<file path="config.mk">
export PLATFORM = sky130hd
export DESIGN_NAME = image_frame_writer
export DESIGN_NICKNAME = d
export VERILOG_FILES = /design/src/rtl/image_pkg.sv /design/src/rtl/raster_addr_counter.sv /design/src/rtl/image_frame_writer.sv
export SDC_FILE = /design/constraint.sdc
export NUM_CORES = 1
export LEC_CHECK = 0
export ABC_AREA = 1
export BUFFER_PORTS_ARGS = -buffer_cell sky130_fd_sc_hd__buf_4
export CELL_PAD_IN_SITES_DETAIL_PLACEMENT = 0
export CELL_PAD_IN_SITES_GLOBAL_PLACEMENT = 1
export CORE_ASPECT_RATIO = 1.1
export CORE_UTILIZATION = 39
export DETAILED_ROUTE_END_ITERATION = 7
export GPL_TIMING_DRIVEN = 0
export PLACE_DENSITY = 0.81
export SYNTH_ARGS = -nofsm -noshare
export SYNTH_HDL_FRONTEND = slang
export SYNTH_HIERARCHICAL = 1
export SYNTH_SLANG_ARGS = --single-unit
</file>
<file path="constraint.sdc">
create_clock -name clock -period 2.35 [get_ports clock]
set_clock_uncertainty 0.1 [all_clocks]
set_input_delay 0.1175 -clock clock [delete_from_list [all_inputs] [get_ports clock]]
set_output_delay 0.1175 -clock clock [all_outputs]
set_load 0.05 [all_outputs]
</file>
<file path="src/rtl/image_pkg.sv">
// Shared types and defaults for the image RAM write path.
// Capture FSM states and frame geometry helpers.
package image_pkg;

  typedef enum logic [1:0] {
    IDLE,
    ARMED,
    WRITE,
    DONE
  } state_t;

  localparam int DEF_WIDTH      = 320;
  localparam int DEF_HEIGHT     = 240;
  localparam int DEF_DATA_WIDTH = 8;

  function automatic int frame_pixels(
    input int w = DEF_WIDTH,
    input int h = DEF_HEIGHT
  );
    return w * h;
  endfunction

endpackage

</file>
<file path="src/rtl/raster_addr_counter.sv">
// Column / row / linear address counters for raster writes.
// Linear address is built by increments and a row base, no multiplier.
module raster_addr_counter
  import image_pkg::*;
#(
  parameter  int ADDR_WIDTH   = 17,
  parameter  int IMAGE_WIDTH  = DEF_WIDTH,
  parameter  int IMAGE_HEIGHT = DEF_HEIGHT,
  localparam int CW = (IMAGE_WIDTH > 1) ? $clog2(IMAGE_WIDTH) : 1,
  localparam int RW = $clog2(IMAGE_HEIGHT + 1)
) (
  input  logic                  clock,
  input  logic                  reset_n,
  input  logic                  clear,
  input  logic                  step,
  input  logic                  force_next_line,
  output logic [CW-1:0]         col,
  output logic [RW-1:0]         row,
  output logic [ADDR_WIDTH-1:0] lin,
  output logic                  last_col,
  output logic                  last_pixel
);

  localparam logic [ADDR_WIDTH-1:0] LAST_LIN =
    ADDR_WIDTH'(frame_pixels(IMAGE_WIDTH, IMAGE_HEIGHT) - 1);

  logic [ADDR_WIDTH-1:0] rbase;

  assign last_col   = (col == CW'(IMAGE_WIDTH - 1));
  assign last_pixel = (lin == LAST_LIN);

  // clear loads the state that follows the sof pixel at address 0
  always_ff @(posedge clock or negedge reset_n) begin
    if (!reset_n) begin
      col   <= '0;
      row   <= '0;
      lin   <= '0;
      rbase <= '0;
    end else if (clear) begin
      col   <= CW'(1);
      row   <= '0;
      lin   <= ADDR_WIDTH'(1);
      rbase <= '0;
    end else if (force_next_line) begin
      col   <= '0;
      row   <= row + RW'(1);
      rbase <= rbase + ADDR_WIDTH'(IMAGE_WIDTH);
      lin   <= rbase + ADDR_WIDTH'(IMAGE_WIDTH);
    end else if (step) begin
      lin <= lin + ADDR_WIDTH'(1);
      if (last_col) begin
        col   <= '0;
        row   <= row + RW'(1);
        rbase <= rbase + ADDR_WIDTH'(IMAGE_WIDTH);
      end else begin
        col <= col + CW'(1);
      end
    end
  end

endmodule

</file>
<file path="src/rtl/image_frame_writer.sv">
// Raster pixel stream to image RAM write port, with frame/line checks.
// Optional IMAGE_DOUBLE_BUFFER_EN adds ping-pong banks for the reader.
module image_frame_writer
  import image_pkg::*;
#(
  parameter int ADDR_WIDTH   = 17,
  parameter int DATA_WIDTH   = DEF_DATA_WIDTH,
  parameter int IMAGE_WIDTH  = DEF_WIDTH,
  parameter int IMAGE_HEIGHT = DEF_HEIGHT
) (
  input  logic                  clock,
  input  logic                  reset_n,
  input  logic                  start,
  input  logic                  continuous,
  input  logic [DATA_WIDTH-1:0] in_data,
  input  logic                  in_valid,
  input  logic                  in_sof,
  input  logic                  in_eol,
  output logic                  in_ready,
`ifdef IMAGE_DOUBLE_BUFFER_EN
  output logic [ADDR_WIDTH:0]   wraddress,
  output logic                  bank_sel,
  output logic                  rd_bank,
`else
  output logic [ADDR_WIDTH-1:0] wraddress,
`endif
  output logic [DATA_WIDTH-1:0] data,
  output logic                  we,
  output logic                  busy,
  output logic                  frame_done,
  output logic                  line_error
);

  localparam int CW = (IMAGE_WIDTH > 1) ? $clog2(IMAGE_WIDTH) : 1;
  localparam int RW = $clog2(IMAGE_HEIGHT + 1);

  state_t                state;
  logic [ADDR_WIDTH-1:0] wr_addr;
  logic [CW-1:0]         col;
  logic [RW-1:0]         row;
  logic [ADDR_WIDTH-1:0] lin;
  logic                  last_col;
  logic                  last_pixel;

  logic acc, clr, w_beat, early, missing, last_row, fwd, stp;

  assign acc      = in_valid & in_ready;
  assign clr      = acc & in_sof & (state == ARMED || state == WRITE);
  assign w_beat   = acc & ~in_sof & (state == WRITE);
  assign early    = w_beat & in_eol & (col != CW'(IMAGE_WIDTH - 1));
  assign missing  = w_beat & ~in_eol & last_col;
  assign last_row = (row == RW'(IMAGE_HEIGHT - 1));
  // an early eol on the final line ends the frame instead of running past it
  assign fwd      = early & ~last_row;
  assign stp      = w_beat & ~early;

`ifdef IMAGE_DOUBLE_BUFFER_EN
  assign wraddress = {bank_sel, wr_addr};
`else
  assign wraddress = wr_addr;
`endif

  raster_addr_counter #(
    .ADDR_WIDTH   (ADDR_WIDTH),
    .IMAGE_WIDTH  (IMAGE_WIDTH),
    .IMAGE_HEIGHT (IMAGE_HEIGHT)
  ) u_cnt (
    .clock           (clock),
    .reset_n         (reset_n),
    .clear           (clr),
    .step            (stp),
    .force_next_line (fwd),
    .col             (col),
    .row             (row),
    .lin             (lin),
    .last_col        (last_col),
    .last_pixel      (last_pixel)
  );

  always_ff @(posedge clock or negedge reset_n) begin
    if (!reset_n) begin
      state      <= IDLE;
      in_ready   <= 1'b0;
      wr_addr    <= '0;
      data       <= '0;
      we         <= 1'b0;
      busy       <= 1'b0;
      frame_done <= 1'b0;
      line_error <= 1'b0;
`ifdef IMAGE_DOUBLE_BUFFER_EN
      bank_sel   <= 1'b0;
      rd_bank    <= 1'b1;
`endif
    end else begin
      we         <= clr | w_beat;
      frame_done <= 1'b0;
      if (clr | w_beat) begin
        wr_addr <= clr ? '0 : lin;
        data    <= in_data;
      end
      if (start) line_error <= 1'b0;
      unique case (state)
        IDLE: begin
          if (start) begin
            state    <= ARMED;
            in_ready <= 1'b1;
            busy     <= 1'b1;
          end
        end
        ARMED: begin
          if (clr) state <= WRITE;
        end
        WRITE: begin
          if (clr) begin
            line_error <= 1'b1;
          end else if (w_beat) begin
            if (early | missing) line_error <= 1'b1;
            if (last_pixel | (early & last_row)) begin
              state      <= DONE;
              in_ready   <= 1'b0;
              busy       <= 1'b0;
              frame_done <= 1'b1;
            end
          end
        end
        DONE: begin
          state    <= continuous ? ARMED : IDLE;
          in_ready <= continuous;
          busy     <= continuous;
`ifdef IMAGE_DOUBLE_BUFFER_EN
          bank_sel <= ~bank_sel;
          rd_bank  <= ~rd_bank;
`endif
        end
        default: state <= IDLE;
      endcase
    end
  end

endmodule

</file>
==> impl_metrics.yaml, run 1 <==
sta:
  fmax_mhz: 439
  period_minus_slack_ps: 2280
  worst_pin_slew_ps: 991
  setup_slack_ps: 69.7
  whs_ps: 42.9
  finalSetupTns_ps: 0
  slew_headroom_pct: 33.9
  slew_viol_final: 0
  setup_violations: 0
  period_share_pct: 97.0
  hold_viol: 0
grt:
  overflow: 0
  grt_pass1_wl_um: 17600
  grt_max_degree: 77
  grt_pass1_vias: 3756
  antenna_found_initial: 0
  grtUsageTotal_pct: 19.9
finish:
  diodes: 0
  drive_above_1_share_pct: 20.2
  area_growth_pct: 27.9
  nets: 659
  nFillCells: 1051
  final_core_util_pct: 51.4
placement:
  dp_hpwl_um: 7350
  portBuffers: 44
  place_ws_ps: -506
  gp_congestion: 0.805
logic_synthesis:
  avgSynthCellArea_um2: 7.56
  ys_seq_elements: 76
  synth_edf_count: 0
  synth_ff_type: "dfrtp_1"
  yosys_warnings: 6
  synth-async-reset-ratio_pct: 100
  syn_area_um2: 4200
  synthCells: 555
  synth_nets: 580
  synthDistinctLibCells: 32
  synth-seq-area-share_pct: 45.3
worst_setup_path:
  worstPathRequired_ps: 2470
  crit_family: "simple AND/OR/NAND/NOR gates"
  cp_cell_sequence: "inv_2 -> ha_1 -> nand4_1 -> buf_6 -> clkinvlp_4 -> nor2_4 -> nand2_2 -> nand2_2 -> inv_1 -> buf_4 -> nand3_1 -> nand2_1"
  rr_worst_depth: 12
  critical_path_buf_inv_count: 5
  crit_cells: 12
  cp_slowest_cell: "dfrtp_2"
  crit_arrival_ps: 2400
  cp_slowest_stage_delay_ps: 420
  cp_common_cell: "nand2_2"
  crit_start: "state[1]"
  critPathMaxFanout: 10
  startpoint_type: "flip-flop"
  rrSetupSlack_ps: 70
  rr_startpoint: "state[1]"
  endpoint_kind: "flip-flop"
  crit_type: "reg2reg"
min_path:
  min_from: "in_sof"
  worstHoldPathCells: 4
  hold_path.class: "in2reg"
drt:
  dr.pass1.iters: 4
  drcViolationCount: 0
  dr_total_vias: 3843
  viasPerCell: 4.91
  routedWlPerCell_um: 13.5
  totalWireLength_um: 10500
  drt_iter0_markers: 183
  ant_nets: 0
cts:
  clock_tree.root_cell: "clkbuf_16"
  numCtsBuffers: 9
  clkSinkCount: 76
  clk_latency_ps: 330
  cts_tree: "built"
  clock_path_buffers: 2
  htree_levels: 3
  clkTransAtPathRegs_ps: 60
power_and_ir_drop:
  power.density_nw_per_um2: 1110
  finalPower_uw: 5970
  p_leak_uw: 0.00271
  vdd_drop_max_v: 0.000454
run:
  drv_cap: 0
run_status:
  status: "finished clean"
floorplanning:
  die_width_um: 101
  initial_core_util_pct: 40.2
  dieArea_um2: 11200
  ios: 45
  fp-row-count: 39
  die_y_um: 111
  coreArea_um2: 10400
[logic make-up (layout without fill, tap and decap cells)]
group / after synthesis / after routing / share of synthesized area [%]
multiplexers: 8 / 8 / 2.15
adder cells (fa/ha/maj): 10 / 10 / 2.98
buffers and inverters: 71 / 155 / 6.98
XOR/XNOR: 8 / 8 / 1.67
flip-flops: 76 / 76 / 45.3
AND/OR/NAND/NOR: 322 / 322 / 33.4
AO/OA/AOI/OAI: 60 / 60 / 7.51
[cell usage after synthesis, types with 3 or more instances]
| master | number | share of area (%) |
|---|---|---|
| nor3_1 | 5 | 0.60 |
| xor2_1 | 6 | 1.3 |
| nor2_1 | 50 | 4.5 |
| nand4_1 | 6 | 0.89 |
| inv_1 | 53 | 4.7 |
| ha_1 | 10 | 3.0 |
| buf_2 | 9 | 1.1 |
| nor2_2 | 4 | 0.60 |
| buf_4 | 4 | 0.72 |
| o21ai_1 | 10 | 1.2 |
| a21oi_1 | 19 | 2.3 |
| inv_2 | 3 | 0.27 |
| nand2_2 | 3 | 0.45 |
| dfrtp_1 | 76 | 45 |
| nand2_1 | 166 | 15 |
| mux2_2 | 8 | 2.1 |
| o21ai_0 | 25 | 3.0 |
| nand3_1 | 77 | 9.2 |
[what timing repair did]
| action | in CTS | in global routing |
|---|---|---|
| pin swaps | 1 | 5 |
| endpoints found under the setup margin | 45 | 40 |
| gates cloned | 0 | 0 |
| hold buffers | 10 | 0 |
| buffers inserted | 8 | 8 |
| endpoints found under the hold margin | 85 | 0 |
| gates resized for setup | 15 | 12 |
[tightest hold or removal path, stage by stage]
cell,delay (ps)
buf_4,100
nor2_2,90
nand3_1,80
nand2_1,50
[report_power, final]
part | switching [µW] | internal [µW]
registers | 372 | 1680
clock network | 557 | 1040
logic | 1480 | 833
[path summary, 6_finish.rpt]
check / to
worst max-delay path: u_cnt/row[5]
worst min-delay path: wraddress[10]
worst max register to register: u_cnt/row[5]
worst min register to register: u_cnt/rbase[16]
max in group asynchronous: busy
min in group asynchronous: state[0]
[metrics by stage]
step                      instance area, µm²  std cells
after floorplan                         4220        555
after global placement                  4720        742
after detailed placement                4720        742
after CTS                               5280        775
after global routing                    5370        782
final                                   5370        782
[layout by cell type (no fill, tap or decap), types with 2 or more instances in the layout]
cell	n
a21oi_1	17
buf_2	3
buf_4	64
buf_6	3
bufinv_16	3
clkbuf_16	9
clkbuf_2	2
clkinv_4	4
dfrtp_1	73
dfrtp_2	3
dlygate4sd3_1	10
ha_1	9
inv_1	49
inv_2	3
inv_4	3
mux2_2	8
nand2_1	165
nand2_2	4
nand2_4	2
nand3_1	77
nand3b_1	2
nand4_1	6
nor2_1	47
nor2_2	5
nor2_4	3
nor3_1	4
nor3b_1	2
o21ai_0	25
o21ai_1	10
o21bai_1	2
o22ai_1	2
xnor2_1	2
xor2_1	6
[layer usage]
metal | wire [µm] | part of all wire [%] | up-vias | track usage (%)
met5 | 0 | 0 | - | 0
met4 | 133 | 1.3 | 0 | 7.54
met3 | 468 | 4.4 | 13 | 2.90
met2 | 5270 | 50 | 80 | 35.0
met1 | 4660 | 44 | 1792 | 24.2
li1 | - | - | 1958 | -
[layout make-up]
class                      count  area, µm²  share of cell area, %
timing repair buffer          70        554                   10.3
sequential                    76       1910                   35.5
buffer                        13       92.6                   1.73
clock buffer                   9        225                   4.20
clock inverter                 7        125                   2.33
inverter                      56        221                   4.13
multi-input combinational    408       2060                   38.4
tap                          143        179                   3.33
[flip-flops by register name, summed over array words and instances (netlist names), 2 cells and up]
name	flops
u_cnt/lin	17
wraddress	17
u_cnt/rbase	11
u_cnt/col	9
data	8
u_cnt/row	8
state	2
No activity file was read; power rests on OpenSTA's default activity.
==> inputs of run 2 (changes only) <==
==> constraint.sdc (replaced) <==
create_clock -name clock -period 2.35 [get_ports clock]
set_clock_uncertainty 0.1 [all_clocks]
set_input_delay 0.1175 -clock clock [delete_from_list [all_inputs] [get_ports clock]]
set_output_delay 0.1175 -clock clock [all_outputs]
set_load 0.1 [all_outputs]
==> run 2 against run 1 <==
Clock-buffer cell count is the same. Flip-flop and latch count is the same. Sequential power is essentially flat. Cell count grew 0.13%. Total power grew 5.7%. Non-clock buffer count grew 1. Design area shrank 0.86%. Core utilization shrank 0.44 points. Critical path depth is the same. Setup slack gained 36 ps. Die area is the same. Worst hold slack lost 9.8 ps. Critical endpoint unchanged. Largest cell class unchanged.
==> impl_metrics.yaml, run 2 (same netlist as run 1, synthesis figures left out) <==
grt:
  met3_usage_pct: 3.91
  grt_max_degree: 77
  busiest_layer: "met2"
  grtUsageTotal_pct: 19.7
  met2_usage_pct: 35.3
  antenna_found_initial: 0
  grt_pass1_vias: 3730
  grt_pass1_wl_um: 17300
  overflow: 0
  use_met1_pct: 23.8
min_path:
  min_from: "in_sof"
  worstHoldPathCells: 4
  worstHoldEndpoint: "wraddress[11]"
  hold_path.class: "in2reg"
worst_setup_path:
  crit_type: "reg2reg"
  rr_startpoint: "state[1]"
  critPathMaxFanout: 10
  cp_slowest_stage_delay_ps: 430
  cp_slowest_cell: "dfrtp_2"
  rrSetupSlack_ps: 110
  crit_cells: 12
  crit_arrival_ps: 2370
  reg2reg_to: "u_cnt/row[5]"
  cp_common_cell: "nand2_2"
  crit_family: "simple AND/OR/NAND/NOR gates"
  worstPathRequired_ps: 2480
  rr_worst_depth: 12
  startpoint_type: "flip-flop"
  critical_path_buf_inv_count: 5
  endpoint_kind: "flip-flop"
  cp_cell_sequence: "inv_2 -> ha_1 -> nand4_1 -> buf_6 -> clkinvlp_4 -> nor2_4 -> nand2_2 -> nand2_2 -> inv_1 -> buf_4 -> nand3_1 -> nand2_1"
floorplanning:
  die_y_um: 111
  coreArea_um2: 10400
  ios: 45
  initial_core_util_pct: 40.2
  fp-row-count: 39
  dieArea_um2: 11200
  die_width_um: 101
power_and_ir_drop:
  power.density_nw_per_um2: 1190
  p_leak_uw: 0.00269
  vdd_drop_max_v: 0.000663
sta:
  slew_viol_final: 0
  finalSetupTns_ps: 0
  hold_viol: 0
  setup_violations: 0
  period_minus_slack_ps: 2240
  slew_headroom_pct: 33.2
  worst_pin_slew_ps: 1000
  fmax_mhz: 446
  rsz0062_at_grt: "true"
  period_share_pct: 95.5
finish:
  diodes: 0
  area_growth_pct: 26.8
  drive_above_1_share_pct: 20.0
  instances_no_fill: 783
  nets: 660
  final_cell_mix: "nand2_1, nand3_1, dfrtp_1, buf_4, inv_1"
  final_common_cell: "nand2_1"
drt:
  drcViolationCount: 0
  dr_total_vias: 3814
  routedWlPerCell_um: 13.2
  drt_iter0_markers: 184
  totalWireLength_um: 10400
  ant_nets: 0
  viasPerCell: 4.87
  dr.pass1.iters: 4
cts:
  clkTransAtPathRegs_ps: 60
  clkSinkCount: 76
  clock_tree.root_cell: "clkbuf_16"
  clk_latency_ps: 330
  cts_tree: "built"
  numCtsBuffers: 9
  htree_levels: 3
  clock_path_buffers: 2
placement:
  dp_hpwl_um: 7370
  portBuffers: 44
  gp_congestion: 0.825
  dp.cells: 742
run:
  drv_cap: 0
run_status:
  status: "finished clean"
-- run 2: power by group --
| group | internal, µW | switching [µW] |
|---|---|---|
| clock | 827 | 572 |
| combinational | 820 | 2020 |
| sequential | 1690 | 379 |
-- run 2: cell type report --
cell class / count / area [µm²]
multi-input cells: 408 / 2060
clock inverters: 7 / 76.3
flip-flops and latches: 76 / 1910
plain buffers: 14 / 100
inverters: 56 / 221
well taps: 143 / 179
clock buffers: 9 / 225
fillers: 1038 / 5120
repair buffers: 70 / 554
-- run 2: repair_timing --
item,CTS,global route
pin swaps,1,5
setup buffers,6,10
hold endpoints to repair,85,0
hold buffers,10,0
setup endpoints to repair,45,35
gates resized for setup,16,11
-- run 2: per-stage QoR --
stage / power (µW) / util, % / setup WS (ps) / hold WS [ps] / instance area [µm²]
after floorplan: 4120 / - / 11.3 / -278 / 4210
after CTS: 6280 / 50.0 / 4.41 / 27.8 / 5220
after global placement: 4720 / 45.2 / -552 / 232 / 4720
after global routing: 6690 / 50.9 / -12.1 / 44.4 / 5320
final: 6310 / 50.9 / 105 / 33.2 / 5320
after detailed placement: 4770 / 45.2 / -554 / 228 / 4720
-- run 2: how the worst max path moves through the flow --
stage              from               to  slack (ps)
2_1_floorplan  state[1]  u_cnt/rbase[15]          10
3_3_place_gp   state[1]  u_cnt/rbase[11]        -550
3_5_place_dp   state[1]  u_cnt/rbase[11]        -550
4_1_cts        state[0]    u_cnt/lin[11]           4
5_1_grt        state[1]     u_cnt/row[5]         -10
6_report       state[1]     u_cnt/row[5]         110
-- run 2: metal layers --
metal / wire length, µm / up-vias
met4: 102 / 0
met3: 454 / 10
met5: 0 / -
met1: 4650 / 1761
li1: - / 1960
met2: 5150 / 83
-- run 2: tightest hold or removal path: stages --
cell,delay [ps]
buf_4,100
nor2_2,80
nand3_1,80
nand2_1,50
==> inputs of run 3 (changes only) <==
--- a/config.mk
+++ b/config.mk
@@ -5,12 +5,11 @@
 export SDC_FILE = /design/constraint.sdc
 export NUM_CORES = 1
 export LEC_CHECK = 0
-export ABC_AREA = 1
 export BUFFER_PORTS_ARGS = -buffer_cell sky130_fd_sc_hd__buf_4
 export CELL_PAD_IN_SITES_DETAIL_PLACEMENT = 0
 export CELL_PAD_IN_SITES_GLOBAL_PLACEMENT = 1
 export CORE_ASPECT_RATIO = 1.1
-export CORE_UTILIZATION = 39
+export CORE_UTILIZATION = 41
 export DETAILED_ROUTE_END_ITERATION = 7
 export GPL_TIMING_DRIVEN = 0
 export PLACE_DENSITY = 0.81
==> run 3 against run 2 <==
The run now ends with negative setup slack left. Largest power group is now sequential cells. Largest cell class unchanged. Synthesized cell count is 28% lower. Via count is 10% lower. Clock power is 34% lower. Setup slack worse by 270 ps. Die area is 11% lower. Highest routed layer unchanged.
==> impl_metrics.yaml, run 3 <==
drt:
  routedWlPerCell_um: 15.9
  totalWireLength_um: 9830
  dr_total_vias: 3422
  drt_iter0_markers: 141
  dr.pass1.iters: 4
  viasPerCell: 5.54
  drcViolationCount: 0
  ant_nets: 0
power_and_ir_drop:
  combinationalPowerShare_pct: 2.6
  p_leak_uw: 0.00244
  vdd_drop_max_v: 0.000232
  power.density_nw_per_um2: 441
  p_clk_share_pct: 40.3
  seqPwrFrac_pct: 57.1
  swShare_pct: 23.6
  switching_power_uw: 541
  internal_power_uw: 1750
floorplanning:
  coreArea_um2: 9310
  die_y_um: 105
  initial_core_util_pct: 42.1
  ios: 45
  dieArea_um2: 9960
  die_width_um: 95.2
  fp-row-count: 37
grt:
  antenna_found_initial: 0
  grtUsageTotal_pct: 20.4
  grt_pass1_wl_um: 15700
  overflow: 0
  grt_max_degree: 77
  grt_pass1_vias: 3351
worst_setup_path:
  cp_slowest_cell: "dfrtp_2"
  crit_arrival_ps: 2670
  critical_path_buf_inv_count: 2
  crit_cells: 10
  cp_cell_sequence: "nand3_1 -> nor4_4 -> nor2_4 -> nor2_4 -> buf_6 -> nand4_1 -> buf_6 -> o311a_4 -> o311a_1 -> a31o_1"
  crit_family: "compound AO/OA/AOI/OAI gates"
  critPathMaxFanout: 7
  rr_worst_depth: 10
  rr_startpoint: "u_cnt/col[2]"
  endpoint_kind: "flip-flop"
  rrSetupSlack_ps: -160
  reg2reg_to: "u_cnt/row[5]"
  crit_type: "reg2reg"
  startpoint_type: "flip-flop"
  worstPathRequired_ps: 2510
  cp_slowest_stage_delay_ps: 420
sta:
  rsz0062_at_grt: "true"
  period_minus_slack_ps: 2510
  setup_violations: 26
  hold_viol: 0
  worst_pin_slew_ps: 976
  fmax_mhz: 398
  setup_slack_ps: -164
  slew_headroom_pct: 34.9
  period_share_pct: 107
  slew_viol_final: 0
placement:
  place_area_um2: 4440
  gp_congestion: 0.787
  portBuffers: 44
  dp_hpwl_um: 6330
logic_synthesis:
  yosysMostFrequentCell: "dfrtp_1"
  synth_ff_type: "dfrtp_1"
  synth_common_cells: "dfrtp_1, nand2_1, o21ai_0"
  synth-async-reset-ratio_pct: 100
  synth_area_leaders: "dfrtp_1, nand2_1, a22o_1"
  avgSynthCellArea_um2: 9.78
  synthCells: 401
  synthDistinctLibCells: 54
  synth-seq-area-share_pct: 48.5
  synth_nets: 426
  synth_top_area_share_pct: 48.5
  yosys_warnings: 6
  ys_seq_elements: 76
  syn_area_um2: 3920
  netlist.top_cell.by_area: "dfrtp_1"
  synth_edf_count: 0
finish:
  final_area_um2: 5190
  final_core_util_pct: 55.8
  nets: 521
  final_cell_mix: "buf_4, dfrtp_1, nand2_1, o21ai_0, a22o_1"
  drive_above_1_share_pct: 30.7
  final_common_cell: "buf_4"
  diodes: 0
  area_growth_pct: 32.3
run_status:
  status: "complete, but fails checks"
  failed_checks: "negative setup slack"
run:
  drv_cap: 0
cts:
  cts_tree: "built"
  clock_path_buffers: 2
  clk_latency_ps: 360
  numCtsBuffers: 9
  clkTransAtPathRegs_ps: 90
  htree_levels: 3
  clock_tree.root_cell: "clkbuf_8"
  clkSinkCount: 76
min_path:
  worstHoldEndpoint: "busy"
  min_from: "continuous"
  hold_path.class: "in2reg"
  worstHoldPathCells: 4
-- run 3: timing repair --
action / in CTS / in global routing
resized for setup: 23 / 53
setup endpoints to repair: 45 / 65
buffers inserted: 24 / 11
hold buffers: 10 / 0
endpoints found under the hold margin: 85 / 0
gates cloned: 0 / 0
pin swaps: 11 / 14
-- run 3: metrics by stage --
stage                     hold slack [ps]  total power (µW)  TNS [ps]  setup WS (ps)  instances
after floorplan                      -278              1330     -6330           -403        401
after global placement                215              1380    -20410           -727        562
after detailed placement              217              1380    -22900           -787        562
after CTS                            12.3              2330     -1910           -176        611
after global routing                 62.3              2390     -5480           -301        618
final                                38.6              2290     -1690           -164        618
-- run 3: routing by layer --
layer	vias up	part of all wire, %	wire, µm	global-route usage (%)
li1	1640	-	-	-
met1	1675	44	4340	25.7
met2	93	49	4850	33.1
met3	14	4.8	468	4.22
met4	0	1.7	170	9.52
met5	-	0	0	0
-- run 3: kinds of logic after synthesis --
| family | share of synthesized area (%) |
|---|---|
| AND/OR/NAND/NOR | 20.3 |
| AO/OA/AOI/OAI | 19.0 |
| flip-flops | 48.5 |
| buffers and inverters | 3.61 |
| XOR/XNOR | 3.80 |
| adder cells (fa/ha/maj) | 3.19 |
| multiplexers | 1.66 |
-- run 3: final cells by class --
| type | instances | area, µm² |
|---|---|---|
| Inverter | 17 | 72.6 |
| Tap cell | 117 | 146 |
| Clock inverter | 5 | 37.5 |
| Fill cell | 822 | 4120 |
| Timing Repair Buffer | 87 | 701 |
| Clock buffer | 11 | 141 |
| Buffer | 14 | 96.3 |
| Sequential cell | 76 | 1910 |
| Multi-Input combinational cell | 291 | 2080 |
-- run 3: worst max path at each step --
stage,from,slack (ps),end
after floorplan,busy,-400,u_cnt/row[5]
final,u_cnt/col[2],-160,u_cnt/row[5]
after detailed placement,state[0],-790,u_cnt/rbase[14]
after global routing,u_cnt/col[7],-300,u_cnt/row[5]
after CTS,state[1],-180,u_cnt/row[5]
after global placement,state[0],-730,u_cnt/rbase[14]
-- run 3: power groups by stage --
stage               Combinational [µW]  Sequential (µW)  Clock, µW
finish                            59.8             1310        922
global route                      67.6             1310       1010
CTS                               61.7             1310        957
detailed placement                48.5             1330          0
global placement                  47.9             1330          0
floorplan                         1.42             1330          0
-- run 3: tightest hold or removal path, cell delays in order --
cell     delay, ps
buf_4           80
nand2_1         60
o21ai_0         70
mux2_1         130
